[src/rtl/mem_lsu_if.sv]
// Shared memory-op encodings and the LSU <-> data RAM request/ack bus.
// The package comes first so both the LSU and its environment see one set of op codes.
package mem_lsu_pkg;
  localparam logic [3:0] OP_LB  = 4'h1;
  localparam logic [3:0] OP_LH  = 4'h2;
  localparam logic [3:0] OP_LW  = 4'h3;
  localparam logic [3:0] OP_LBU = 4'h4;
  localparam logic [3:0] OP_LHU = 4'h5;
  localparam logic [3:0] OP_SB  = 4'h6;
  localparam logic [3:0] OP_SH  = 4'h7;
  localparam logic [3:0] OP_SW  = 4'h8;
endpackage

interface mem_lsu_if #(
  parameter int ADDR_WIDTH = 32,
  parameter int DATA_WIDTH = 32
);
  localparam int LANES = DATA_WIDTH / 8;

  logic                  req;
  logic                  we;
  logic [LANES-1:0]      be;
  logic [ADDR_WIDTH-1:0] addr;
  logic [DATA_WIDTH-1:0] wdata;
  logic                  ack;
  logic [DATA_WIDTH-1:0] rdata;

  modport master (output req, we, be, addr, wdata, input ack, rdata);
  modport slave  (input req, we, be, addr, wdata, output ack, rdata);
endinterface

[src/rtl/mem_lsu.sv]
// MEM-stage load/store unit: byte-enable stores, sign/zero-extended loads,
// pipeline stall while a RAM access is outstanding, misalign and timeout reporting.
module mem_lsu
  import mem_lsu_pkg::*;
#(
  parameter int ADDR_WIDTH     = 32,
  parameter int DATA_WIDTH     = 32,
  parameter int RADDR_WIDTH    = 5,
  parameter int TIMEOUT_CYCLES = 16
) (
  input  logic                   clk_i,
  input  logic                   rst_i,
  input  logic                   valid_i,
  output logic                   ready_o,
  input  logic [3:0]             mem_op_i,
  input  logic [ADDR_WIDTH-1:0]  mem_addr_i,
  input  logic [31:0]            mem_data_i,
  input  logic [RADDR_WIDTH-1:0] reg_waddr_i,
  input  logic                   reg_we_i,
  input  logic [31:0]            reg_wdata_i,
  mem_lsu_if.master              ram,
  output logic                   valid_o,
  output logic [RADDR_WIDTH-1:0] reg_waddr_o,
  output logic                   reg_we_o,
  output logic [31:0]            reg_wdata_o,
  output logic                   misalign_o,
  output logic                   timeout_o
);
  localparam int LANES = DATA_WIDTH / 8;
  localparam int OFFW  = $clog2(LANES);
  localparam int CNT_W = (TIMEOUT_CYCLES > 0) ? $clog2(TIMEOUT_CYCLES + 1) : 1;

  typedef enum logic {IDLE, BUSY} state_t;

  state_t                 state_q, state_d;
  logic                   req_q, req_d;
  logic                   we_q, we_d;
  logic [LANES-1:0]       be_q, be_d;
  logic [ADDR_WIDTH-1:0]  addr_q, addr_d;
  logic [DATA_WIDTH-1:0]  wdata_q, wdata_d;
  logic [3:0]             op_q, op_d;
  logic [OFFW-1:0]        off_q, off_d;
  logic                   lat_we_q, lat_we_d;
  logic [CNT_W-1:0]       cnt_q, cnt_d;
  logic                   valid_q, valid_d;
  logic [RADDR_WIDTH-1:0] waddr_q, waddr_d;
  logic                   rwe_q, rwe_d;
  logic [31:0]            rwdata_q, rwdata_d;
  logic                   misalign_q, misalign_d;
  logic                   timeout_q, timeout_d;

  // Decode of the incoming instruction.
  logic                   is_mem, is_store, misaligned;
  logic [LANES-1:0]       be_base;
  logic [DATA_WIDTH-1:0]  wdata_rep;
  logic [OFFW-1:0]        off_in;

  assign off_in = mem_addr_i[OFFW-1:0];

  always_comb begin
    is_mem     = 1'b1;
    is_store   = 1'b0;
    misaligned = 1'b0;
    be_base    = LANES'(4'hF);
    wdata_rep  = {(LANES/4){mem_data_i}};
    unique case (mem_op_i)
      OP_LB, OP_LBU, OP_SB: begin
        be_base   = LANES'(4'h1);
        wdata_rep = {LANES{mem_data_i[7:0]}};
      end
      OP_LH, OP_LHU, OP_SH: begin
        be_base    = LANES'(4'h3);
        wdata_rep  = {(LANES/2){mem_data_i[15:0]}};
        misaligned = mem_addr_i[0];
      end
      OP_LW, OP_SW: misaligned = |mem_addr_i[1:0];
      default:      is_mem = 1'b0;
    endcase
    is_store = (mem_op_i == OP_SB) || (mem_op_i == OP_SH) || (mem_op_i == OP_SW);
  end

  // Load data: move the addressed lane down to bit 0, then extend.
  logic [31:0] rsel, load_data;
  logic        is_load_q, timeout_hit;

  assign rsel      = 32'(ram.rdata >> {off_q, 3'b000});
  assign is_load_q = (op_q == OP_LB) || (op_q == OP_LH) || (op_q == OP_LW) ||
                     (op_q == OP_LBU) || (op_q == OP_LHU);
  assign timeout_hit = (TIMEOUT_CYCLES != 0) && (cnt_q == CNT_W'(TIMEOUT_CYCLES - 1));

  always_comb begin
    unique case (op_q)
      OP_LB:   load_data = {{24{rsel[7]}}, rsel[7:0]};
      OP_LH:   load_data = {{16{rsel[15]}}, rsel[15:0]};
      OP_LBU:  load_data = {24'h0, rsel[7:0]};
      OP_LHU:  load_data = {16'h0, rsel[15:0]};
      default: load_data = rsel;
    endcase
  end

  always_comb begin
    // NOTE: every signal is given a default before the case so no latch is inferred.
    state_d    = state_q;
    req_d      = req_q;
    we_d       = we_q;
    be_d       = be_q;
    addr_d     = addr_q;
    wdata_d    = wdata_q;
    op_d       = op_q;
    off_d      = off_q;
    lat_we_d   = lat_we_q;
    cnt_d      = cnt_q;
    waddr_d    = waddr_q;
    rwdata_d   = rwdata_q;
    valid_d    = 1'b0;
    rwe_d      = 1'b0;
    misalign_d = 1'b0;
    timeout_d  = 1'b0;

    unique case (state_q)
      IDLE: if (valid_i) begin
        waddr_d = reg_waddr_i;
        if (!is_mem) begin
          valid_d  = 1'b1;
          rwe_d    = reg_we_i;
          rwdata_d = reg_wdata_i;
        end else if (misaligned) begin
          valid_d    = 1'b1;
          misalign_d = 1'b1;
        end else begin
          state_d  = BUSY;
          req_d    = 1'b1;
          we_d     = is_store;
          be_d     = be_base << off_in;
          addr_d   = {mem_addr_i[ADDR_WIDTH-1:OFFW], {OFFW{1'b0}}};
          wdata_d  = wdata_rep;
          op_d     = mem_op_i;
          off_d    = off_in;
          lat_we_d = reg_we_i;
          cnt_d    = '0;
        end
      end
      BUSY: begin
        // An ack on the limit cycle wins over the timeout.
        if (ram.ack || timeout_hit) begin
          state_d = IDLE;
          req_d   = 1'b0;
          we_d    = 1'b0;
          be_d    = '0;
          valid_d = 1'b1;
          if (!ram.ack) begin
            timeout_d = 1'b1;
          end else if (is_load_q) begin
            rwe_d    = lat_we_q;
            rwdata_d = load_data;
          end
        end else begin
          cnt_d = cnt_q + CNT_W'(1);
        end
      end
      default: state_d = IDLE;
    endcase
  end

  always_ff @(posedge clk_i) begin
    // NOTE: non-blocking assignments so every register samples pre-edge values.
    if (rst_i) begin
      state_q    <= IDLE;
      req_q      <= 1'b0;
      we_q       <= 1'b0;
      be_q       <= '0;
      addr_q     <= '0;
      wdata_q    <= '0;
      op_q       <= '0;
      off_q      <= '0;
      lat_we_q   <= 1'b0;
      cnt_q      <= '0;
      valid_q    <= 1'b0;
      waddr_q    <= '0;
      rwe_q      <= 1'b0;
      rwdata_q   <= '0;
      misalign_q <= 1'b0;
      timeout_q  <= 1'b0;
    end else begin
      state_q    <= state_d;
      req_q      <= req_d;
      we_q       <= we_d;
      be_q       <= be_d;
      addr_q     <= addr_d;
      wdata_q    <= wdata_d;
      op_q       <= op_d;
      off_q      <= off_d;
      lat_we_q   <= lat_we_d;
      cnt_q      <= cnt_d;
      valid_q    <= valid_d;
      waddr_q    <= waddr_d;
      rwe_q      <= rwe_d;
      rwdata_q   <= rwdata_d;
      misalign_q <= misalign_d;
      timeout_q  <= timeout_d;
    end
  end

  assign ready_o     = (state_q == IDLE);
  assign ram.req     = req_q;
  assign ram.we      = we_q;
  assign ram.be      = be_q;
  assign ram.addr    = addr_q;
  assign ram.wdata   = wdata_q;
  assign valid_o     = valid_q;
  assign reg_waddr_o = waddr_q;
  assign reg_we_o    = rwe_q;
  assign reg_wdata_o = rwdata_q;
  assign misalign_o  = misalign_q;
  assign timeout_o   = timeout_q;
endmodule

[src/flat_wrapper.sv]
// flat-port wrapper written by rule: the top's interface ports become plain ports
module mem_lsu_flat import mem_lsu_pkg::*;
#(
  parameter int ADDR_WIDTH     = 32,
  parameter int DATA_WIDTH     = 32,
  parameter int RADDR_WIDTH    = 5,
  parameter int TIMEOUT_CYCLES = 16
)
  (clk_i, rst_i, valid_i, ready_o, mem_op_i, mem_addr_i, mem_data_i, reg_waddr_i, reg_we_i, reg_wdata_i, valid_o, reg_waddr_o, reg_we_o, reg_wdata_o, misalign_o, timeout_o, ram_req, ram_we, ram_be, ram_addr, ram_wdata, ram_ack, ram_rdata);
  mem_lsu_if #(.ADDR_WIDTH(ADDR_WIDTH), .DATA_WIDTH(DATA_WIDTH)) ram_i ();
  input  logic clk_i;
  input  logic rst_i;
  input  logic valid_i;
  output logic ready_o;
  input  logic [3:0] mem_op_i;
  input  logic [ADDR_WIDTH-1:0] mem_addr_i;
  input  logic [31:0] mem_data_i;
  input  logic [RADDR_WIDTH-1:0] reg_waddr_i;
  input  logic reg_we_i;
  input  logic [31:0] reg_wdata_i;
  output logic valid_o;
  output logic [RADDR_WIDTH-1:0] reg_waddr_o;
  output logic reg_we_o;
  output logic [31:0] reg_wdata_o;
  output logic misalign_o;
  output logic timeout_o;
  output wire logic [$bits(ram_i.req)-1:0] ram_req;
  output wire logic [$bits(ram_i.we)-1:0] ram_we;
  output wire logic [$bits(ram_i.be)-1:0] ram_be;
  output wire logic [$bits(ram_i.addr)-1:0] ram_addr;
  output wire logic [$bits(ram_i.wdata)-1:0] ram_wdata;
  input wire logic [$bits(ram_i.ack)-1:0] ram_ack;
  input wire logic [$bits(ram_i.rdata)-1:0] ram_rdata;
  assign ram_req = ram_i.req;
  assign ram_we = ram_i.we;
  assign ram_be = ram_i.be;
  assign ram_addr = ram_i.addr;
  assign ram_wdata = ram_i.wdata;
  assign ram_i.ack = ram_ack;
  assign ram_i.rdata = ram_rdata;
  mem_lsu #(.ADDR_WIDTH(ADDR_WIDTH), .DATA_WIDTH(DATA_WIDTH), .RADDR_WIDTH(RADDR_WIDTH), .TIMEOUT_CYCLES(TIMEOUT_CYCLES)) u_core (.clk_i(clk_i), .rst_i(rst_i), .valid_i(valid_i), .ready_o(ready_o), .mem_op_i(mem_op_i), .mem_addr_i(mem_addr_i), .mem_data_i(mem_data_i), .reg_waddr_i(reg_waddr_i), .reg_we_i(reg_we_i), .reg_wdata_i(reg_wdata_i), .ram(ram_i), .valid_o(valid_o), .reg_waddr_o(reg_waddr_o), .reg_we_o(reg_we_o), .reg_wdata_o(reg_wdata_o), .misalign_o(misalign_o), .timeout_o(timeout_o));
endmodule
[config.mk]
export PLATFORM = sky130hd
export DESIGN_NAME = mem_lsu_flat
export DESIGN_NICKNAME = d
export VERILOG_FILES = /design/src/rtl/mem_lsu_if.sv /design/src/rtl/mem_lsu.sv /design/src/flat_wrapper.sv
export SDC_FILE = /design/constraint.sdc
export NUM_CORES = 1
export LEC_CHECK = 0
export ABC_CLOCK_PERIOD_IN_PS = 1840
export CORE_ASPECT_RATIO = 0.6
export CORE_MARGIN = 3
export CORE_UTILIZATION = 26
export DETAILED_ROUTE_END_ITERATION = 6
export PLACE_DENSITY = 0.58
export REMOVE_ABC_BUFFERS = 1
export SYNTH_ARGS = -nofsm -noshare
export SYNTH_HDL_FRONTEND = slang
export SYNTH_SLANG_ARGS = --single-unit
[constraint.sdc]
create_clock -name clk_i -period 1.84 [get_ports clk_i]
set_clock_uncertainty 0.15 [all_clocks]
set_input_delay 0.368 -clock clk_i [delete_from_list [all_inputs] [get_ports clk_i]]
set_output_delay 0.368 -clock clk_i [all_outputs]
set_load 0.02 [all_outputs]
==> flow_summary.json <==
{
  "fp.dieH_um": 121.2,
  "cp_data_required_time_ns": 1.99,
  "synth-async-reset-ratio_pct": 0,
  "initial_core_util_pct": 26.95,
  "seq_area_sq_um": 2454,
  "setup_slack_ns": -0.1048,
  "drc": 0,
  "wl_per_cell_um": 17.99,
  "p_leak_nw": 4.551,
  "die_w_um": 198.0,
  "cp-end-kind": "flop",
  "postCtsHoldBufs": 0,
  "synth_edf_count": 0,
  "cts_buffers": 17,
  "io_buffers": 251,
  "dp_hpwl_um": 16020,
  "fmax_mhz": 514.2,
  "dp_cells": 1255,
  "cts_max_path_buffers": 2,
  "grt_pass1_wl_um": 34730,
  "wl_um": 23800,
  "grt.overflow.total": 0,
  "cts-root-buf": "clkbuf_16",
  "grt_pass1_vias": 6175,
  "p_int_mw": 6.085,
  "p_sw_mw": 2.477,
  "ioPinCount": 254,
  "synth_cell_types": 59,
  "cp_max_fo": 33,
  "grt_usage_pct": 18.52,
  "antenna_found_initial": 1,
  "gp_congestion": 0.8835,
  "comb_power_share_pct": 26.1,
  "period_minus_slack_ns": 1.945,
  "final.fill_count": 2087,
  "p_seq_share_pct": 34.0,
  "hp-class": "input pin to flop",
  "nets": 1174,
  "ys.flop_type": "dfxtp_1",
  "cts-htree-levels": 4,
  "yosys_warnings": 0,
  "yosysTopAreaCellShare_pct": 42.47,
  "clk_pin_slew_ns": 0.06,
  "cts_tree": "yes",
  "yosysMostFrequentCell": "nand2_1",
  "area_delta_synth_final_pct": 86.79,
  "final_layout_size_suffix_gt1_share_pct": 29.15,
  "hold_viol_final": 0,
  "postSynthCellCount": 683,
  "dr.pass1.iters": 5,
  "fin_util_pct": 50.33,
  "rsz0062_at_grt": "yes",
  "status": "finished, violations left",
  "synth_area_leaders": "dfxtp_1, nand2_1, a21oi_1",
  "synth_top_area_cell": "dfxtp_1",
  "placed_area_sq_um": 9183,
  "cts.sinks": 122,
  "num_rows": 41,
  "insertion_delay_ns": 0.41,
  "num_vias": 6354,
  "dieArea_sq_um": 24000,
  "viasPerCell": 4.803,
  "worstPathArrival_ns": 2.09,
  "seq_area_frac_synth_pct": 42.47,
  "ir_drop_mv": 0.6178,
  "clock_power_share_pct": 39.8,
  "fin_area_sq_um": 10740,
  "pwr_density_cell_nw_per_um2": 797.1,
  "dr.first_iter.drc_count": 320,
  "finalSetupViolCount": 67,
  "max-cap-violations": 0,
  "fin_crit_sh_pct": 105.7,
  "layout.cells.non_filler": 1323,
  "grt_max_degree": 50,
  "drv_slew": 0,
  "core_area_sq_um": 21340,
  "synth_area_sq_um": 5751,
  "rrSetupSlack_ns": -0.10,
  "violations": "setup timing",
  "multi_input_area_sq_um": 3471,
  "avgSynthCellArea_sq_um": 8.419,
  "crit_type": "flop to flop",
  "start_kind": "flop",
  "drtAntennaViolNets": 0,
  "ys_seq_elements": 122,
  "ys_top_cells_by_count": "nand2_1, dfxtp_1, a21oi_1, nor2_1, clkbuf_1",
  "swShare_pct": 28.93
}
## logic make-up after synthesis
logic type               count (synthesis)  synth area share [%]
other                                    1               0.06521
AO/OA/AOI/OAI                          180                 22.35
multiplexers                            41                 7.506
adder cells (fa/ha/maj)                  2                0.4351
AND/OR/NAND/NOR                        266                 21.00
flip-flops                             122                 42.47
XOR/XNOR                                 4                0.6093
buffers and inverters                   67                 5.570
## layout by cell type, fill, tap and decap left out, types with 5 or more instances in the layout
cell,n
nand2_1,126
clkinv_2,6
nand3b_1,16
clkbuf_16,23
a211oi_1,15
nor2_2,5
a21oi_2,30
dfxtp_1,117
nor3_1,8
o41ai_2,15
mux2i_1,22
a211oi_2,12
nand3_1,6
buf_12,12
buf_4,92
a21oi_1,52
dlygate4sd2_1,112
o21ai_0,7
nor2_1,64
mux2_2,17
nand2_4,6
buf_6,18
buf_16,5
a222oi_1,6
clkdlybuf4s50_1,133
a22oi_1,5
## area by class of cell
class | count | area share, %
diodes | 1 | 0.02330
inverters | 6 | 0.2330
clock buffers | 19 | 4.123
flip-flops and latches | 122 | 22.84
repair buffers | 388 | 35.81
multi-input cells | 495 | 32.31
clock inverters | 13 | 1.409
well taps | 279 | 3.250
## stage by stage
stage / setup TNS (ns) / hold slack [ns] / setup slack (ns) / power, mW
floorplan: -143.95 / 0.2803 / -1.474 / 3.739
global placement: -78.80 / 0.2896 / -0.7840 / 4.896
detailed placement: -83.63 / 0.2954 / -0.8407 / 4.908
CTS: -3.213 / 0.1131 / -0.1023 / 8.452
global route: -10.72 / 0.1175 / -0.1682 / 8.934
finish: -3.427 / 0.1226 / -0.1048 / 8.562
## power groups by stage
stage	Clock, mW	Combinational [mW]	Sequential [mW]
after floorplan	0	0.561	3.18
after global placement	0	1.93	2.96
after detailed placement	0	1.94	2.97
after CTS	3.50	2.04	2.91
after global routing	3.61	2.39	2.93
final	3.41	2.24	2.91
## sequential cells by signal, summed over array words and instances, names as in the netlist, 2 cells and up
| signal | count |
|---|---|
| u_core.cnt_q | 5 |
| u_core.off_q | 2 |
| u_core.op_q | 4 |
| u_core.ram.addr | 30 |
| u_core.ram.be | 4 |
| u_core.ram.wdata | 32 |
| u_core.reg_waddr_o | 5 |
| u_core.reg_wdata_o | 32 |
## metal layers
layer  global-route usage (%)  part of all wire [%]  up-vias
met4                    3.931                   1.1        0
li1                         -                     -     3134
met5                        0                     0        -
met3                    6.104                   7.1       17
met1                    27.09                    50     3008
met2                    26.37                    42      195
## critical path, stage by stage, from the launching register on
cell and delay (ns):
dfxtp_4 0.36, nor3b_4 0.23, mux2i_2 0.11, buf_4 0.14, or3_4 0.41, buf_6 0.20, a31o_1 0.22
## timing repair
item,in CTS,in global routing
setup buffers,18,4
cloned,8,8
gates resized for setup,193,92
pin swaps,26,27
endpoints found under the hold margin,0,0
setup endpoints to repair,225,112
## worst paths after layout
path                                        endpoint  cells past startpoint                          startpoint
setup / recovery       u_core.ram.be[2]$_SDFFE_PP0P_                      6           u_core.state_q$_SDFF_PP0_
hold / removal          u_core.cnt_q[0]$_SDFFE_PP0P_                      2                               rst_i
setup reg to reg       u_core.ram.be[2]$_SDFFE_PP0P_                      6           u_core.state_q$_SDFF_PP0_
hold reg to reg   u_core.reg_waddr_o[0]$_SDFFE_PP0P_                      2  u_core.reg_waddr_o[0]$_SDFFE_PP0P_
No activity file was read; power rests on OpenSTA's default activity.
